$ cat config.mk
export PLATFORM = sky130hd
export DESIGN_NAME = slow_clk_deser
export DESIGN_NICKNAME = d
export VERILOG_FILES = /design/src/rtl/slow_clk_deser_pkg.sv /design/src/rtl/slow_clk_deser_sync_edge_det.sv /design/src/rtl/slow_clk_deser.sv
export SDC_FILE = /design/constraint.sdc
export NUM_CORES = 1
export LEC_CHECK = 0
export ABC_AREA = 1
export CORE_MARGIN = 3
export CORE_UTILIZATION = 51
export CTS_CLUSTER_SIZE = 28
export DETAILED_ROUTE_END_ITERATION = 16
export DONT_BUFFER_PORTS = 1
export HOLD_SLACK_MARGIN = 0.06
export PLACE_DENSITY = 0.69
export SYNTH_ARGS = -nofsm -noshare
export SYNTH_HDL_FRONTEND = slang
export SYNTH_SLANG_ARGS = --single-unit
$ cat constraint.sdc
create_clock -name clk -period 1.2 [get_ports clk]
set_clock_uncertainty 0.05 [all_clocks]
set_input_delay 0.24 -clock clk [delete_from_list [all_inputs] [get_ports clk]]
set_output_delay 0.24 -clock clk [all_outputs]
set_load 0.05 [all_outputs]
$ cat src/rtl/slow_clk_deser_pkg.sv
// slow_clk_deser_pkg: shared state encoding and sizing helpers for clock-manager consumers
package slow_clk_deser_pkg;
  typedef enum logic [1:0] {IDLE = 2'd0, COLLECT = 2'd1, HOLD = 2'd2} state_t;
  localparam int DEF_SYNC_STAGES = 2;
  function automatic int cnt_w(input int width);
    return $clog2(width) + 1;
  endfunction
endpackage

$ cat src/rtl/slow_clk_deser_sync_edge_det.sv
// sync_edge_det: multi-flop synchroniser with registered rising-edge pulse
module sync_edge_det
  import slow_clk_deser_pkg::*;
#(
  parameter int STAGES = DEF_SYNC_STAGES
) (
  input  logic clk,
  input  logic rst,
  input  logic d,
  output logic q,
  output logic rise
);
  logic [STAGES-1:0] s, v;
  logic q_d, armed;
  // armed only after a genuine low sample, so an input already high out of reset never pulses
  always_ff @(posedge clk)
    if (rst) begin
      s <= '0;
      v <= '0;
      q_d <= 1'b0;
      armed <= 1'b0;
      rise <= 1'b0;
    end else begin
      s <= {s[STAGES-2:0], d};
      v <= {v[STAGES-2:0], 1'b1};
      q_d <= s[STAGES-1];
      armed <= armed | (v[STAGES-1] & ~s[STAGES-1]);
      rise <= s[STAGES-1] & ~q_d & armed;
    end
  assign q = s[STAGES-1];
endmodule

$ cat src/rtl/slow_clk_deser.sv
// slow_clk_deser: deserialises data_in on synchronised clk_slow rising edges into handshaked words
module slow_clk_deser
  import slow_clk_deser_pkg::*;
#(
  parameter int WIDTH = 8,
  parameter int SYNC_STAGES = DEF_SYNC_STAGES,
  localparam int CNT_W = cnt_w(WIDTH)
) (
  input  logic             clk,
  input  logic             rst,
  input  logic             clk_slow,
  input  logic             data_in,
  input  logic             enable,
  output logic [WIDTH-1:0] data_out,
  output logic             data_ready,
  input  logic             ack_in,
  output logic             overrun,
  output logic [CNT_W-1:0] bit_cnt
);
  state_t st;
  logic [WIDTH-1:0] shift;
  logic tick, data_sync, unused_slow_q, unused_rise;
  wire [WIDTH-1:0] nxt = {shift[WIDTH-2:0], data_sync};
  sync_edge_det #(.STAGES(SYNC_STAGES)) u_clk (
    .clk(clk), .rst(rst), .d(clk_slow), .q(unused_slow_q), .rise(tick)
  );
  sync_edge_det #(.STAGES(SYNC_STAGES)) u_dat (
    .clk(clk), .rst(rst), .d(data_in), .q(data_sync), .rise(unused_rise)
  );
  always_ff @(posedge clk)
    if (rst) begin
      st <= IDLE;
      shift <= '0;
      bit_cnt <= '0;
      data_out <= '0;
      data_ready <= 1'b0;
      overrun <= 1'b0;
    end else
      case (st)
        IDLE: if (enable) begin
          st <= COLLECT;
          shift <= '0;
          bit_cnt <= '0;
        end
        COLLECT:
          if (!enable) begin
            st <= IDLE;
            shift <= '0;
            bit_cnt <= '0;
          end else if (tick) begin
            shift <= nxt;
            bit_cnt <= (bit_cnt == CNT_W'(WIDTH - 1)) ? '0 : bit_cnt + 1'b1;
            if (bit_cnt == CNT_W'(WIDTH - 1)) begin
              data_out <= nxt;
              data_ready <= 1'b1;
              st <= HOLD;
            end
          end
        HOLD:
          if (ack_in) begin
            data_ready <= 1'b0;
            overrun <= 1'b0;
            st <= enable ? COLLECT : IDLE;
          end else if (tick) overrun <= 1'b1;
        default: st <= IDLE;
      endcase
endmodule

After elaboration in Yosys (flattened, before gate mapping)
Index checks and enable logic that the tools add are counted.

word-level totals
  input bits = 6
  register bits = 32
  output and inout port bits = 14
  word-level logic and storage cells = 63

cells by class
  mux-type cells = 24
  add/sub/neg operators = 1
  bitwise gates (word level) = 6
  equality and inequality tests = 10
  reduce and logical (&&, ||, !) cells = 9

operators by type and width
  kind                                           count
  two-way mux 7 bit                              3
  two-way mux 4 bit                              4
  one-hot mux 7 bit (2 select lines)             1
  two-way mux 2 bit                              5
  two-way mux 1 bit                              8
  != test 2 bit, second input constant           4
  one-hot mux 4 bit (2 select lines)             1
  AND reduction 4 bit                            2
  one-hot mux 2 bit (3 select lines)             1
  nonzero test 2 bit                             3
  AND reduction 5 bit                            1
  adder 4 x 1 -> 4 bit, second input constant    1
  == test 4 x 3 -> 1 bit, second input constant  1
  AND 1 bit                                      3
  != test 3 x 2 -> 1 bit, second input constant  1
  != test 3 bit, second input constant           1
  AND reduction 3 bit                            1
  == test 2 x 1 -> 1 bit, second input constant  1
  == test 2 bit, second input constant           1
  zero test 2 bit                                1
  != test 2 x 1 -> 1 bit, second input constant  1
  NOT 1 bit                                      2
  one-hot mux 1 bit (2 select lines)             1
  AND reduction 2 bit                            1
  OR 1 bit                                       1

Logic depth before layout (Yosys ltp)
  depth in word-level cells = 5
  gate-level depth with buffers = 8

Cells and area by module
Synthesis repeated with hierarchy kept, for this count alone.

unflattened totals
  cell total of the unflattened synthesis = 214
  area, all modules = 1507.7 um2

by module, submodules not included
  module          area each (um2)  instances  cells an instance
  slow_clk_deser  1109.8           1          172
  sync_edge_det   198.9            2          21

Worst setup path after synthesis
OpenSTA, ideal clock, no wires.

  path type = register to register
  from = register bit_cnt[0]
  to = register data_out[0]
  library setup time = 116 ps
  stages on the path, launching flop included = 7
  data arrival time = 1563 ps
  clock period less this slack = 1729 ps
  data required time = 1034 ps
  path buffers = 0
  slack = -529 ps
  cell sequence = dfxtp_1 ha_1 nand4_1 nor2_4 inv_2 nor2_1 nor2_1

between the ends
  longest elaborated chain between the ends = 2

RTL lines
  item                           line                  source
  start, declared                slow_clk_deser.sv:18  output logic [CNT_W-1:0] bit_cnt
  start signal, assigned         slow_clk_deser.sv:52  bit_cnt <= (bit_cnt == CNT_W'(WIDTH - 1)) ? '0 : bit_cnt + 1'b1;
  == test 4 x 3 -> 1 bit         slow_clk_deser.sv:53  if (bit_cnt == CNT_W'(WIDTH - 1)) begin
  AND reduction 4 bit (no line)  -
  end signal, assigned           slow_clk_deser.sv:54  data_out <= nxt;
  end, declared                  slow_clk_deser.sv:14  output logic [WIDTH-1:0] data_out,

Every way passes these cells.
A chain may end at the register's enable or synchronous reset.

Final worst setup path
  from = register bit_cnt[0]
  to = register data_out[4]

Same word-level chain as after synthesis.

==> summary.md <==
| Metric | Value |
|---|---|
| Outcome | complete, but fails checks |
| Failing checks | setup timing |
| CP required | 1.42 ns |
| Syn Area/Cell | 7.11 um^2 |
| Gpl congestion | 0.816 |
| Htree depth | 2 |
| Tcrit/Tclk final | 119% |
| Mapped Nets | 191 |
| Number of placed instances, taps included | 233 |
| Setup violators final | 24 |
| First-pass GRT wire length | 5680 um |
| WL/cell | 16.4 um |
| Total congestion overflow | 0 |
| Synth warn | 0 |
| Sequential share of the synthesized area | 48.9% |
| CP max-delay cell | dfxtp_4 |
| Worst hold path class | in -> reg |
| Post-detail-place hpwl | 2070 um |
| Worst Max-Slew Pin Slew | 0.367 ns |
| Worst-path maximum fanout | 4 |
| Sw frac | 30.2% |
| IR drop worst, VDD | 0.00105 V |
| Cell variety after synth | 18 |
| Hold_ws | 0.0842 ns |
| Fin. Hold Viols | 0 |
| Critical path startpoint category | flop |
| Initial Util | 56.4% |
| Clk root buf | clkbuf_4 |
| Dpl ws | -0.112 ns |
| Remaining DRCs | 0 |
| CTS tree | built |
| P_sw | 667 uW |
| Final WS setup | -0.230 ns |
| Fin. max-slew vios | 0 |
| Worst-path cell chain | ha_4 > nand4_1 > nor2_4 > buf_4 > o21ai_0 > nor2_1 |
| Setup_tns | -2.60 ns |
| Post-DRT Antenna Nets | 0 |
| Seq cells post-synth | 32 |
| GRT Resource Usage Total | 23.5% |
| Clock Tree Buf Depth | 2 |
| Die Area | 3210 um^2 |
| Nets | 238 |
| Slew Limit Headroom | 75.4% |
| Power Internal | 1.54 mW |
| Antenna violations before repair | 0 |
| Die H | 56.7 um |
| Vias in the first global route | 1265 |
| P&R area growth vs syn | 53.8% |
| Unrepaired setup endpoints after global routing | yes |
| Min Tclk post-route | 1.43 ns |
| I/O Pins | 20 |
| TritonCTS buffer count | 5 |
| Clock transition at path regs | 0.10 ns |
| Setup crit end kind | flop |
| Sequential power share | 52.4% |
| Pleak | 0.925 nW |
| Port bufs | 0 |
| CP peak stage delay | 0.38 ns |
| Rows | 17 |
| Diodes inserted | 0 |
| Fraction of layout cells with a size suffix above 1 | 41.8% |
| Clock sinks | 32 |
| CP arrival | 1.65 ns |
| Iteration count of the initial detailed-routing pass | 4 |
| Combinational share of power | 20.4% |
| Non-Filler Instances | 260 |
| Die X-Extent | 56.7 um |
| Synthesized instance count | 184 |
| Pin count of the biggest net entering global routing | 19 |
| Clock power frac | 27.2% |
| Vias per cell | 5.60 |
| Via count | 1455 |
| Max-cap violations | 0 |
| Synth top area share | 48.9% |
| DRT iter0 DRCs | 102 |
| Fmax | 699 MHz |
| Clock latency on the worst-skew pair | 0.34 ns |
| Largest cells by area after synthesis | dfxtp_1 (49%), nor2_1 (11%), nand2_1 (11%) |
| Synth area leader | dfxtp_1 |
| Total Wirelength | 4260 um |
| Cell Area, Synth | 1310 um^2 |
| Pwr dens | 1100 nW/um^2 |
| Layout fillers | 130 |
| Crit Path Class | reg -> reg |
| Floorplan core area | 2320 um^2 |
==> cells in the mapped netlist, drive strengths merged <==
| cell | count |
|---|---|
| inv | 19 |
| nor4 | 1 |
| dfxtp | 32 |
| nand3 | 13 |
| nor2 | 43 |
| a21oi | 13 |
| nand2 | 40 |
| ha | 1 |
| clkbuf | 1 |
| buf | 7 |
| o21ai | 11 |
| nand4 | 3 |
==> metal layers <==
metal / GRT usage [%] / part of all wire (%) / up-vias
met5: 0 / 0 / -
met1: 28.7 / 39 / 682
met2: 36.1 / 49 / 79
met3: 7.59 / 8.1 / 21
met4: 12.9 / 4.5 / 0
li1: - / - / 673
==> what timing repair did <==
| action | in CTS | in global routing |
|---|---|---|
| setup buffers | 8 | 3 |
| pin swaps | 9 | 22 |
| cloned | 4 | 1 |
| hold buffers | 4 | 0 |
| endpoints found under the hold margin | 11 | 0 |
| gates resized for setup | 26 | 45 |
| setup endpoints to repair | 23 | 34 |
==> path summary, 6_finish.rpt <==
check / startpoint / to / slack, ns / cells past startpoint
hold / removal: rst / u_clk.v[0] / 0.08 / 2
hold reg to reg: u_clk.q_d / u_clk.rise / 0.35 / 1
setup reg to reg: bit_cnt[0] / data_out[4] / -0.23 / 6
setup / recovery: bit_cnt[0] / data_out[4] / -0.23 / 6
==> final cells by class <==
class	instances	area [um^2]	area share, %
clock buffers	7	45.0	2.24
multi-input cells	126	709	35.2
well taps	28	35.0	1.74
repair buffers	46	477	23.7
clock inverters	1	5.00	0.249
flip-flops and latches	32	661	32.8
inverters	19	73.8	3.67
repair inverters	1	7.51	0.373
==> cells by family (layout without fill, tap and decap cells) <==
family          Yosys count  in the layout  synth area share [%]
fa+ha+maj                 1              1                 0.956
flops                    32             32                  48.9
simple gates            100            101                  31.8
compound gates           24             24                  9.46
buf+inv                  27             74                  8.79
==> critical path: cells and delay by family, from the launching register on <==
family                     cells  cell delay [ns]
AOI/OAI and AO/OA              1             0.08
adders and majority gates      1             0.13
buffers and inverters          1             0.15
DFF                            1             0.38
and+or+nand+nor                3             0.57
==> cells in the final DEF (no fill, tap or decap) <==
cell,count
a21oi_1,2
a21oi_2,10
a21oi_4,1
buf_12,2
buf_4,19
buf_6,19
buf_8,1
clkbuf_1,2
clkbuf_16,1
clkbuf_4,5
clkinv_2,1
clkinvlp_4,1
dfxtp_1,22
dfxtp_2,7
dfxtp_4,3
dlygate4sd3_1,4
ha_4,1
inv_1,16
inv_2,2
inv_4,1
nand2_1,36
nand2_2,4
nand3_1,4
nand3_2,9
nand4_1,3
nor2_1,34
nor2_2,4
nor2_4,6
nor4_1,1
o21ai_0,8
o21ai_1,3
==> power groups by stage <==
stage	logic [mW]	clock network, mW	registers (mW)
after CTS	0.346	0.591	1.14
final	0.449	0.601	1.16
after detailed placement	0.292	0	1.17
after floorplan	0.173	0	1.20
after global routing	0.485	0.667	1.16
after global placement	0.278	0	1.16
==> registers in the layout, indices dropped and copies added (netlist names), 2 cells and up <==
name,flops
u_clk.v,2
st,2
u_dat.s,2
bit_cnt,4
data_out,8
u_clk.s,2
shift,7
==> stage by stage <==
step | utilization, % | area [um^2] | power, mW
after CTS | 77.8 | 1800 | 2.08
final | 86.8 | 2010 | 2.21
after global routing | 86.8 | 2010 | 2.31
after floorplan | - | 1330 | 1.37
after global placement | 67.1 | 1560 | 1.44
after detailed placement | 67.1 | 1560 | 1.46
(Power assumes the default switching activity.)
